[config.mk]
export PLATFORM = sky130hd
export DESIGN_NAME = reg_write_scoreboard_flat
export DESIGN_NICKNAME = d
export VERILOG_FILES = /design/src/rtl/reg_write_scoreboard_if.sv /design/src/rtl/reg_write_scoreboard.sv /design/src/flat_wrapper.sv
export SDC_FILE = /design/constraint.sdc
export NUM_CORES = 1
export LEC_CHECK = 0
export ABC_CLOCK_PERIOD_IN_PS = 4200
export BUFFER_PORTS_ARGS = -buffer_cell sky130_fd_sc_hd__buf_2
export CAP_MARGIN = 40
export CORE_UTILIZATION = 62
export CTS_BUF_LIST = sky130_fd_sc_hd__clkbuf_8
export DETAILED_ROUTE_END_ITERATION = 7
export PLACE_DENSITY = 0.83
export SLEW_MARGIN = 20
export SYNTH_ARGS = -nofsm -noshare
export SYNTH_HDL_FRONTEND = slang
export SYNTH_SLANG_ARGS = --single-unit
[constraint.sdc]
create_clock -name clk -period 4.2 [get_ports clk]
set_input_delay 0.42 -clock clk [delete_from_list [all_inputs] [get_ports clk]]
set_output_delay 0.42 -clock clk [all_outputs]
set_load 0.1 [all_outputs]
[src/rtl/reg_write_scoreboard_if.sv]
// Issue/writeback/status bundle for the register write scoreboard.
// The slave side is the scoreboard; the master side is the pipeline (or a bench).
interface reg_write_scoreboard_if #(
  parameter int NREGS   = 32,
  parameter int FLAGS_W = 13,
  parameter int TOT_W   = 7
) ();
  logic               issue_valid;
  logic [FLAGS_W-1:0] issue_flags;
  logic [4:0]         issue_rd;
  logic [4:0]         issue_rs1;
  logic [4:0]         issue_rs2;
  logic               issue_accept;
  logic               wb_valid;
  logic [4:0]         wb_rd;
  logic               flush;
  logic               stall;
  logic [NREGS-1:0]   pending_mask;
  logic [TOT_W-1:0]   inflight_total;
  logic               err_underflow;

  modport slave (
    input  issue_valid, issue_flags, issue_rd, issue_rs1, issue_rs2,
    input  wb_valid, wb_rd, flush,
    output issue_accept, stall, pending_mask, inflight_total, err_underflow
  );

  modport master (
    output issue_valid, issue_flags, issue_rd, issue_rs1, issue_rs2,
    output wb_valid, wb_rd, flush,
    input  issue_accept, stall, pending_mask, inflight_total, err_underflow
  );
endinterface

[src/rtl/reg_write_scoreboard.sv]
// Register write scoreboard: counts issued-but-not-retired writes per
// architectural register and stalls issue on stale-source reads or when a
// destination's in-flight counter is full. x0 is never tracked.
module reg_write_scoreboard #(
  parameter int NREGS   = 32,
  parameter int CNT_W   = 2,
  parameter int FLAGS_W = 13,
  parameter int TOT_W   = 7
) (
  input  logic                    clk,
  input  logic                    rst,
  reg_write_scoreboard_if.slave   bus
);

  localparam logic [CNT_W-1:0] CNT_MAX = '1;
  localparam logic [CNT_W-1:0] CNT_ONE = CNT_W'(1);

  logic [NREGS-1:0][CNT_W-1:0] cnt_reg;
  logic [NREGS-1:0][CNT_W-1:0] cnt_next;
  logic [NREGS-1:0]            pending_mask_reg;
  logic [NREGS-1:0]            pending_next;
  logic [TOT_W-1:0]            inflight_total_reg;
  logic [TOT_W-1:0]            inflight_total_next;
  logic                        err_underflow_reg;

  logic [CNT_W-1:0] cnt_rs1, cnt_rs2, cnt_rd, cnt_wb;
  logic             wb_hit_rs1, wb_hit_rs2, wb_hit_rd;
  logic             haz_rs1, haz_rs2, sat_rd;
  logic             stall, issue_accept;
  logic             do_inc, do_dec, underflow;
  logic             unused_flags;

  // Only bit 0 of the flag vector matters here; the rest belong to other stages.
  assign unused_flags = ^bus.issue_flags[FLAGS_W-1:1];

  assign cnt_rs1 = cnt_reg[bus.issue_rs1];
  assign cnt_rs2 = cnt_reg[bus.issue_rs2];
  assign cnt_rd  = cnt_reg[bus.issue_rd];
  assign cnt_wb  = cnt_reg[bus.wb_rd];

  assign wb_hit_rs1 = bus.wb_valid && (bus.wb_rd == bus.issue_rs1);
  assign wb_hit_rs2 = bus.wb_valid && (bus.wb_rd == bus.issue_rs2);
  assign wb_hit_rd  = bus.wb_valid && (bus.wb_rd == bus.issue_rd);

  // A source retiring its last in-flight write this cycle is bypassed by the
  // regfile, so it does not count as a hazard.
  assign haz_rs1 = (bus.issue_rs1 != 5'd0) && (cnt_rs1 != '0) && !(wb_hit_rs1 && cnt_rs1 == CNT_ONE);
  assign haz_rs2 = (bus.issue_rs2 != 5'd0) && (cnt_rs2 != '0) && !(wb_hit_rs2 && cnt_rs2 == CNT_ONE);
  // A full destination counter is freed by a same-cycle writeback to it.
  assign sat_rd  = bus.issue_flags[0] && (bus.issue_rd != 5'd0) && (cnt_rd == CNT_MAX) && !wb_hit_rd;

  assign stall        = bus.issue_valid && (haz_rs1 || haz_rs2 || sat_rd);
  assign issue_accept = bus.issue_valid && !stall;

  // Flush discards both the issuing write and the retiring one.
  assign do_inc    = issue_accept && bus.issue_flags[0] && (bus.issue_rd != 5'd0) && !bus.flush;
  assign do_dec    = bus.wb_valid && (bus.wb_rd != 5'd0) && (cnt_wb != '0) && !bus.flush;
  assign underflow = bus.wb_valid && (bus.wb_rd != 5'd0) && (cnt_wb == '0) && !bus.flush;

  // Per-register next count; x0 stays at zero forever.
  for (genvar gi = 0; gi < NREGS; gi++) begin : g_cnt
    if (gi == 0) begin : g_x0
      assign cnt_next[gi]     = '0;
      assign pending_next[gi] = 1'b0;
    end else begin : g_xn
      logic             inc_hit, dec_hit;
      logic [CNT_W-1:0] nxt;
      assign inc_hit = do_inc && (bus.issue_rd == 5'(gi));
      assign dec_hit = do_dec && (bus.wb_rd == 5'(gi));
      // Increment/decrement, cancelling when both hit the same register.
      always_comb begin
        nxt = cnt_reg[gi];
        if (bus.flush)              nxt = '0;
        else if (inc_hit && !dec_hit) nxt = cnt_reg[gi] + CNT_ONE;
        else if (dec_hit && !inc_hit) nxt = cnt_reg[gi] - CNT_ONE;
      end
      assign cnt_next[gi]     = nxt;
      assign pending_next[gi] = (nxt != '0);
    end
  end

  // Running total moves by at most one per cycle in either direction.
  always_comb begin
    inflight_total_next = inflight_total_reg + TOT_W'(do_inc) - TOT_W'(do_dec);
    if (bus.flush) inflight_total_next = '0;
  end

  // Counter, mask, total and sticky error state; reset beats everything.
  always_ff @(posedge clk) begin
    if (rst) begin
      cnt_reg            <= '0;
      pending_mask_reg   <= '0;
      inflight_total_reg <= '0;
      err_underflow_reg  <= 1'b0;
    end else begin
      cnt_reg            <= cnt_next;
      pending_mask_reg   <= pending_next;
      inflight_total_reg <= inflight_total_next;
      if (underflow) err_underflow_reg <= 1'b1;
    end
  end

  assign bus.stall          = stall;
  assign bus.issue_accept   = issue_accept;
  assign bus.pending_mask   = pending_mask_reg;
  assign bus.inflight_total = inflight_total_reg;
  assign bus.err_underflow  = err_underflow_reg;

endmodule
[src/flat_wrapper.sv]
// flat-port wrapper written by rule: the top's interface ports become plain ports
module reg_write_scoreboard_flat 
#(
  parameter int NREGS   = 32,
  parameter int CNT_W   = 2,
  parameter int FLAGS_W = 13,
  parameter int TOT_W   = 7
)
  (clk, rst, bus_issue_valid, bus_issue_flags, bus_issue_rd, bus_issue_rs1, bus_issue_rs2, bus_wb_valid, bus_wb_rd, bus_flush, bus_issue_accept, bus_stall, bus_pending_mask, bus_inflight_total, bus_err_underflow);
  reg_write_scoreboard_if #(.NREGS(NREGS), .FLAGS_W(FLAGS_W), .TOT_W(TOT_W)) bus_i ();
  input  logic clk;
  input  logic rst;
  input wire logic [$bits(bus_i.issue_valid)-1:0] bus_issue_valid;
  input wire logic [$bits(bus_i.issue_flags)-1:0] bus_issue_flags;
  input wire logic [$bits(bus_i.issue_rd)-1:0] bus_issue_rd;
  input wire logic [$bits(bus_i.issue_rs1)-1:0] bus_issue_rs1;
  input wire logic [$bits(bus_i.issue_rs2)-1:0] bus_issue_rs2;
  input wire logic [$bits(bus_i.wb_valid)-1:0] bus_wb_valid;
  input wire logic [$bits(bus_i.wb_rd)-1:0] bus_wb_rd;
  input wire logic [$bits(bus_i.flush)-1:0] bus_flush;
  output wire logic [$bits(bus_i.issue_accept)-1:0] bus_issue_accept;
  output wire logic [$bits(bus_i.stall)-1:0] bus_stall;
  output wire logic [$bits(bus_i.pending_mask)-1:0] bus_pending_mask;
  output wire logic [$bits(bus_i.inflight_total)-1:0] bus_inflight_total;
  output wire logic [$bits(bus_i.err_underflow)-1:0] bus_err_underflow;
  assign bus_i.issue_valid = bus_issue_valid;
  assign bus_i.issue_flags = bus_issue_flags;
  assign bus_i.issue_rd = bus_issue_rd;
  assign bus_i.issue_rs1 = bus_issue_rs1;
  assign bus_i.issue_rs2 = bus_issue_rs2;
  assign bus_i.wb_valid = bus_wb_valid;
  assign bus_i.wb_rd = bus_wb_rd;
  assign bus_i.flush = bus_flush;
  assign bus_issue_accept = bus_i.issue_accept;
  assign bus_stall = bus_i.stall;
  assign bus_pending_mask = bus_i.pending_mask;
  assign bus_inflight_total = bus_i.inflight_total;
  assign bus_err_underflow = bus_i.err_underflow;
  reg_write_scoreboard #(.NREGS(NREGS), .CNT_W(CNT_W), .FLAGS_W(FLAGS_W), .TOT_W(TOT_W)) u_core (.clk(clk), .rst(rst), .bus(bus_i));
endmodule
==> results of run 1 <==
==> path summary, 6_finish.rpt <==
check / start / end / depth (start not counted)
worst max-delay path: u_core.cnt_reg[63] / bus_stall / 10
worst min register to register: u_core.bus.err_underflow / u_core.bus.err_underflow / 2
worst max register to register: u_core.cnt_reg[34] / u_core.bus.inflight_total[6] / 19
worst min-delay path: rst / u_core.bus.err_underflow / 2
==> metrics by stage <==
stage	total power [W]	setup WS (ns)	cell area, sq um
floorplan	0.00134	0.292	7960
global placement	0.00142	0.276	8280
detailed placement	0.00142	0.210	8300
CTS	0.00210	0.387	8520
global route	0.00218	0.108	8540
finish	0.00210	0.335	8540
==> synth_stat cells, types with 19 or more instances <==
cell	number	area share, %
mux2i_1	22	2.8
xor2_1	23	2.5
dfxtp_1	101	25
nand2_1	66	3.1
a211oi_1	32	3.0
nor2b_1	25	2.0
nand4_1	23	1.8
nand3_1	58	3.6
nor3_1	33	2.1
xnor2_1	53	5.8
o211ai_1	30	2.8
nor2_1	97	4.6
clkbuf_1	56	2.6
buf_2	19	1.2
mux4_2	32	9.1
==> routing by layer <==
metal / vias to the layer above / GRT usage (%) / wire length (um)
met5: - / 1.48 / 0
met4: 0 / 13.5 / 724
met3: 76 / 11.6 / 2980
met2: 460 / 50.8 / 9960
met1: 3581 / 48.2 / 9280
li1: 3470 / - / -
==> worst max-delay path, delay by kind of cell (launching register included) <==
kind / cells / cell delay, ns
buffers and inverters: 2 / 0.96
DFF: 1 / 0.55
muxes: 1 / 0.30
AOI/OAI and AO/OA: 3 / 0.32
and+or+nand+nor: 4 / 0.93
==> layout make-up <==
class	instances	area, sq um	share of cell area (%)
Clock buffer	10	138	1.61
Multi-Input combinational cell	728	5430	63.6
Tap cell	172	215	2.52
Timing Repair Buffer	97	588	6.89
Sequential cell	101	2020	23.7
Clock inverter	6	86.3	1.01
Inverter	16	60.1	0.703
==> logic make-up (layout without fill, tap and decap cells) <==
group                      count (synthesis)  after routing  synth area share, %
and+or+nand+nor                          431            431                 31.2
AOI/OAI and AO/OA                        148            148                 13.8
buffers and inverters                    110            129                 6.46
DFF                                      101            101                 25.4
xor gates and xnor gates                  78             78                 8.77
muxes                                     62             62                 13.0
adders and majority gates                  8              8                 1.35
other                                      1              1               0.0471
==> power groups by stage <==
stage	logic, W	registers, W	clock network (W)
final	0.000438	0.000972	0.000693
after global routing	0.000464	0.000974	0.000739
after CTS	0.000428	0.000973	0.000701
after detailed placement	0.000427	0.000995	0
after global placement	0.000421	0.000994	0
after floorplan	0.000291	0.00105	0
==> impl_metrics.toml, run 1 <==
[floorplanning]
dieWidth_um = 115
start_util_pct = 63.3
core_sq_mm = 0.0126
die_h_um = 115
dieArea_sq_mm = 0.0133
rows = 41
ios = 80

[cts]
cts-buffers-inserted = 9
path_clk_slew_ns = 0.09
htreeDepth = 3
clkLatencyLatePin_ns = 0.39
postCtsHoldBufs = 0
clock_path_buffers = 2
cts_resized = 0
postCtsSetupBuffers = 0
cts.sinks = 101
cts_tree = "built"
clock-root-buffer = "clkbuf_8"

[global_routing]
grt_use_total_pct = 35.2
grt_pass1_wl_mm = 35.4
overflow = 0
antenna_found_initial = 0
grt_pass1_vias = 6546
grt_start_max_net_pins = 45

[pwr]
seq_power_share_pct = 46.2
internal_power_w = 0.00144
pwr-share-comb_pct = 20.8
peakVddDrop_uv = 232
clkPwrFrac_pct = 33.0
p_per_area_mw_per_mm2 = 246
p_sw_share_pct = 31.3
leakage_nw = 3.07
power_switching_w = 0.000659

[timing]
setup_viol = 0
hold_ws_ns = 0.229
slew_headroom_pct = 57.8
fin_skew_ns = 0.0117
fin_crit_sh_pct = 92.0
rsz0062_at_grt = "false"
drv_slew = 0
max_freq_mhz = 259
hold_viol_final = 0
tns_ns = 0
worst_slew_pin_slew_ns = 0.627
period_minus_slack_ns = 3.86

[layout]
layout_common_cells = "dfxtp_1 (101), nor2_1 (96), nand2_1 (66), buf_2 (66), nand3_1 (58)"
fillers = 1055
fin_cells = 1130
largest_reg_flops = 62
drive_gt1_share_pct = 20.8
utilization_pct = 68.0
final_nets = 999
area_delta_synth_final_pct = 7.29
layout.cells.most_common = "dfxtp_1"
insertedDiodeCount = 0

[critical_path]
worstPathArrival_ns = 3.44
critPathKind = "flop to primary output"
cpMaxStageDelayCell = "dfxtp_1"
cpPeakStageDelay_ns = 0.55
cp-start-kind = "flop"
path_common_cell = "nor2b_1"
cp_max_fo = 36
reg2reg_slack_ns = 0.48
crit_required_ns = 3.78
worstSetupEndpointType = "primary output"
crit_chain = "mux4_2 > nor2b_1 > a21oi_1 > a22oi_1 > or4b_1 > o211ai_4 > buf_4 > nor2_1 > nor2b_1 > buf_2"

[synth]
synth_enable_flop_cells = 0
ys.flop_type = "dfxtp_1"
ys_async_sr_fraction_pct = 0
postSynthAreaPerCell_sq_um = 8.48
synth.cell_area_sq_mm = 0.00796
ys_seq_area_share_pct = 25.4
ys_seq_elements = 101
netlist_instances = 939
synthesis.nets = 985
yosysWarnings = 0
synth_cell_types = 77

[placed_design]
place_inst = 1113
dpl.hpwl_mm = 17.0
finalWeightedCongestion = 1.01
numPortBuffers = 66

[routing]
route.detailed.drc = 0
wl_per_cell_um = 20.3
drt-initial-drc-count = 995
dr.pass1.iters = 6
wirelength_mm = 23.0
viasPerCell = 6.71
dr_total_vias = 7587
ant_nets = 0

[outcome]
run_status = "finished clean"

[run]
cap_violations = 0

[worst_hold_path]
hold_path.class = "primary input to flop"
Power figures use the tool's default switching activity.
==> run 2: changes to the inputs <==
--- a/config.mk
+++ b/config.mk
@@ -8,6 +8,7 @@
 export ABC_CLOCK_PERIOD_IN_PS = 4200
 export BUFFER_PORTS_ARGS = -buffer_cell sky130_fd_sc_hd__buf_2
 export CAP_MARGIN = 40
+export CORE_ASPECT_RATIO = 0.9
 export CORE_UTILIZATION = 62
 export CTS_BUF_LIST = sky130_fd_sc_hd__clkbuf_8
 export DETAILED_ROUTE_END_ITERATION = 7
==> impl_metrics.toml, run 2 (synthesis results as in run 1) <==
[layout]
largest_reg_flops = 62
area_delta_synth_final_pct = 6.16
layout_common_cells = "dfxtp_1 (101), nor2_1 (96), nand2_1 (66), buf_2 (66), nand3_1 (58)"
design_area_sq_mm = 0.00845
final_nets = 998
insertedDiodeCount = 0
layout.cells.most_common = "dfxtp_1"
drive_gt1_share_pct = 20.7

[floorplanning]
start_util_pct = 64.9
core_sq_mm = 0.0123
die_h_um = 109
dieArea_sq_mm = 0.0133
dieWidth_um = 121
rows = 38
ios = 80

[cts]
htreeDepth = 3
path_clk_slew_ns = 0.10
clock-root-buffer = "clkbuf_8"
clock_path_buffers = 2
postCtsHoldBufs = 0
postCtsSetupBuffers = 0
clkLatencyLatePin_ns = 0.40
cts_resized = 0
cts.sinks = 101
cts_tree = "built"
cts-buffers-inserted = 9

[timing]
fin_skew_ns = 0.0171
hold_viol_final = 0
rsz0062_at_grt = "false"
tns_ns = 0
fin_ws_ns = 0.342
period_minus_slack_ns = 3.86
slew_headroom_pct = 57.1
drv_slew = 0
worst_slew_pin_slew_ns = 0.644
max_freq_mhz = 259
fin_crit_sh_pct = 91.9
setup_viol = 0

[critical_path]
cp-start-kind = "flop"
cpPeakStageDelay_ns = 0.56
cpMaxStageDelayCell = "dfxtp_1"
crit_chain = "mux4_2 > nor2b_1 > a21oi_1 > a22oi_1 > or4b_1 > o211ai_4 > buf_4 > nor2_1 > nor2b_1 > buf_2"
cp_max_fo = 36
path_common_cell = "nor2b_1"
critPathKind = "flop to primary output"
crit_required_ns = 3.78
worstSetupEndpointType = "primary output"
critPathBufInv = 2
critical_path.top_delay_family = "buffers and inverters"
worstPathArrival_ns = 3.44

[routing]
dr.pass1.iters = 8
met3_wirelength_mm = 3.25
wirelength_mm = 23.5
routed.top_layer = "met4"
route.detailed.drc = 0
drt-initial-drc-count = 1158
wl_per_cell_um = 21.0
ant_nets = 0
dr_total_vias = 7733
wl_met1_mm = 9.55
viasPerCell = 6.92
route.met2.wl_mm = 10.1

[pwr]
p_per_area_mw_per_mm2 = 238
peakVddDrop_uv = 230
leakage_nw = 3.04

[placed_design]
numPortBuffers = 66
finalWeightedCongestion = 1.01
placed_area_sq_mm = 0.00827
dp_slack_ns = 0.192
dpl.hpwl_mm = 17.4

[run]
cap_violations = 0

[outcome]
run_status = "finished clean"

[global_routing]
grt_pass1_vias = 6643
grt_pass1_wl_mm = 36.9
grt_start_max_net_pins = 44
antenna_found_initial = 0
grt_use_total_pct = 36.6
overflow = 0

[worst_hold_path]
hold_path.class = "primary input to flop"
[run 2: changes by cell type in the layout (fill, tap and decap cells not counted)]
cell       previous run  this run
buf_4                29        30
clkbuf_8             10         9
inv_6                 0         1
buf_12                2         0
bufinv_16             2         0
inv_8                 0         2
[run 2: final cells by class]
| class | instances | area (sq um) |
|---|---|---|
| flip-flops and latches | 101 | 2020 |
| multi-input cells | 728 | 5430 |
| well taps | 160 | 200 |
| fillers | 1016 | 3820 |
| clock buffers | 9 | 124 |
| repair buffers | 96 | 556 |
| clock inverters | 7 | 57.6 |
| inverters | 16 | 60.1 |
[run 2: final timing paths]
| path | slack [ns] | startpoint | cells after the start | end |
|---|---|---|---|---|
| hold reg to reg | 0.47 | u_core.bus.err_underflow | 2 | u_core.bus.err_underflow |
| setup reg to reg | 0.44 | u_core.cnt_reg[34] | 18 | u_core.bus.inflight_total[6] |
| hold / removal | 0.24 | rst | 2 | u_core.bus.err_underflow |
| setup / recovery | 0.34 | u_core.cnt_reg[61] | 10 | bus_stall |
[run 2: stage by stage]
stage | total power [W] | hold WS, ns | util (%) | cells
6_report | 0.00201 | 0.241 | 68.9 | 1117
4_1_cts | 0.00202 | 0.223 | 68.9 | 1117
3_5_place_dp | 0.00143 | 0.457 | 67.4 | 1101
3_3_place_gp | 0.00142 | 0.435 | 67.4 | 1101
2_1_floorplan | 0.00134 | 0.489 | - | 939
5_1_grt | 0.00209 | 0.228 | 68.9 | 1117
[run 2: report_power, final]
group,switching [W],internal (W)
logic,0.000315,0.000126
clock network,0.000375,0.000225
registers,0.00000711,0.000965
total,0.000698,0.00132
[run 2: layer usage]
metal,track usage (%),vias to the layer above
met5,0,-
met4,11.3,0
met3,11.5,72
met2,53.5,550
met1,51.2,3635
li1,-,3476
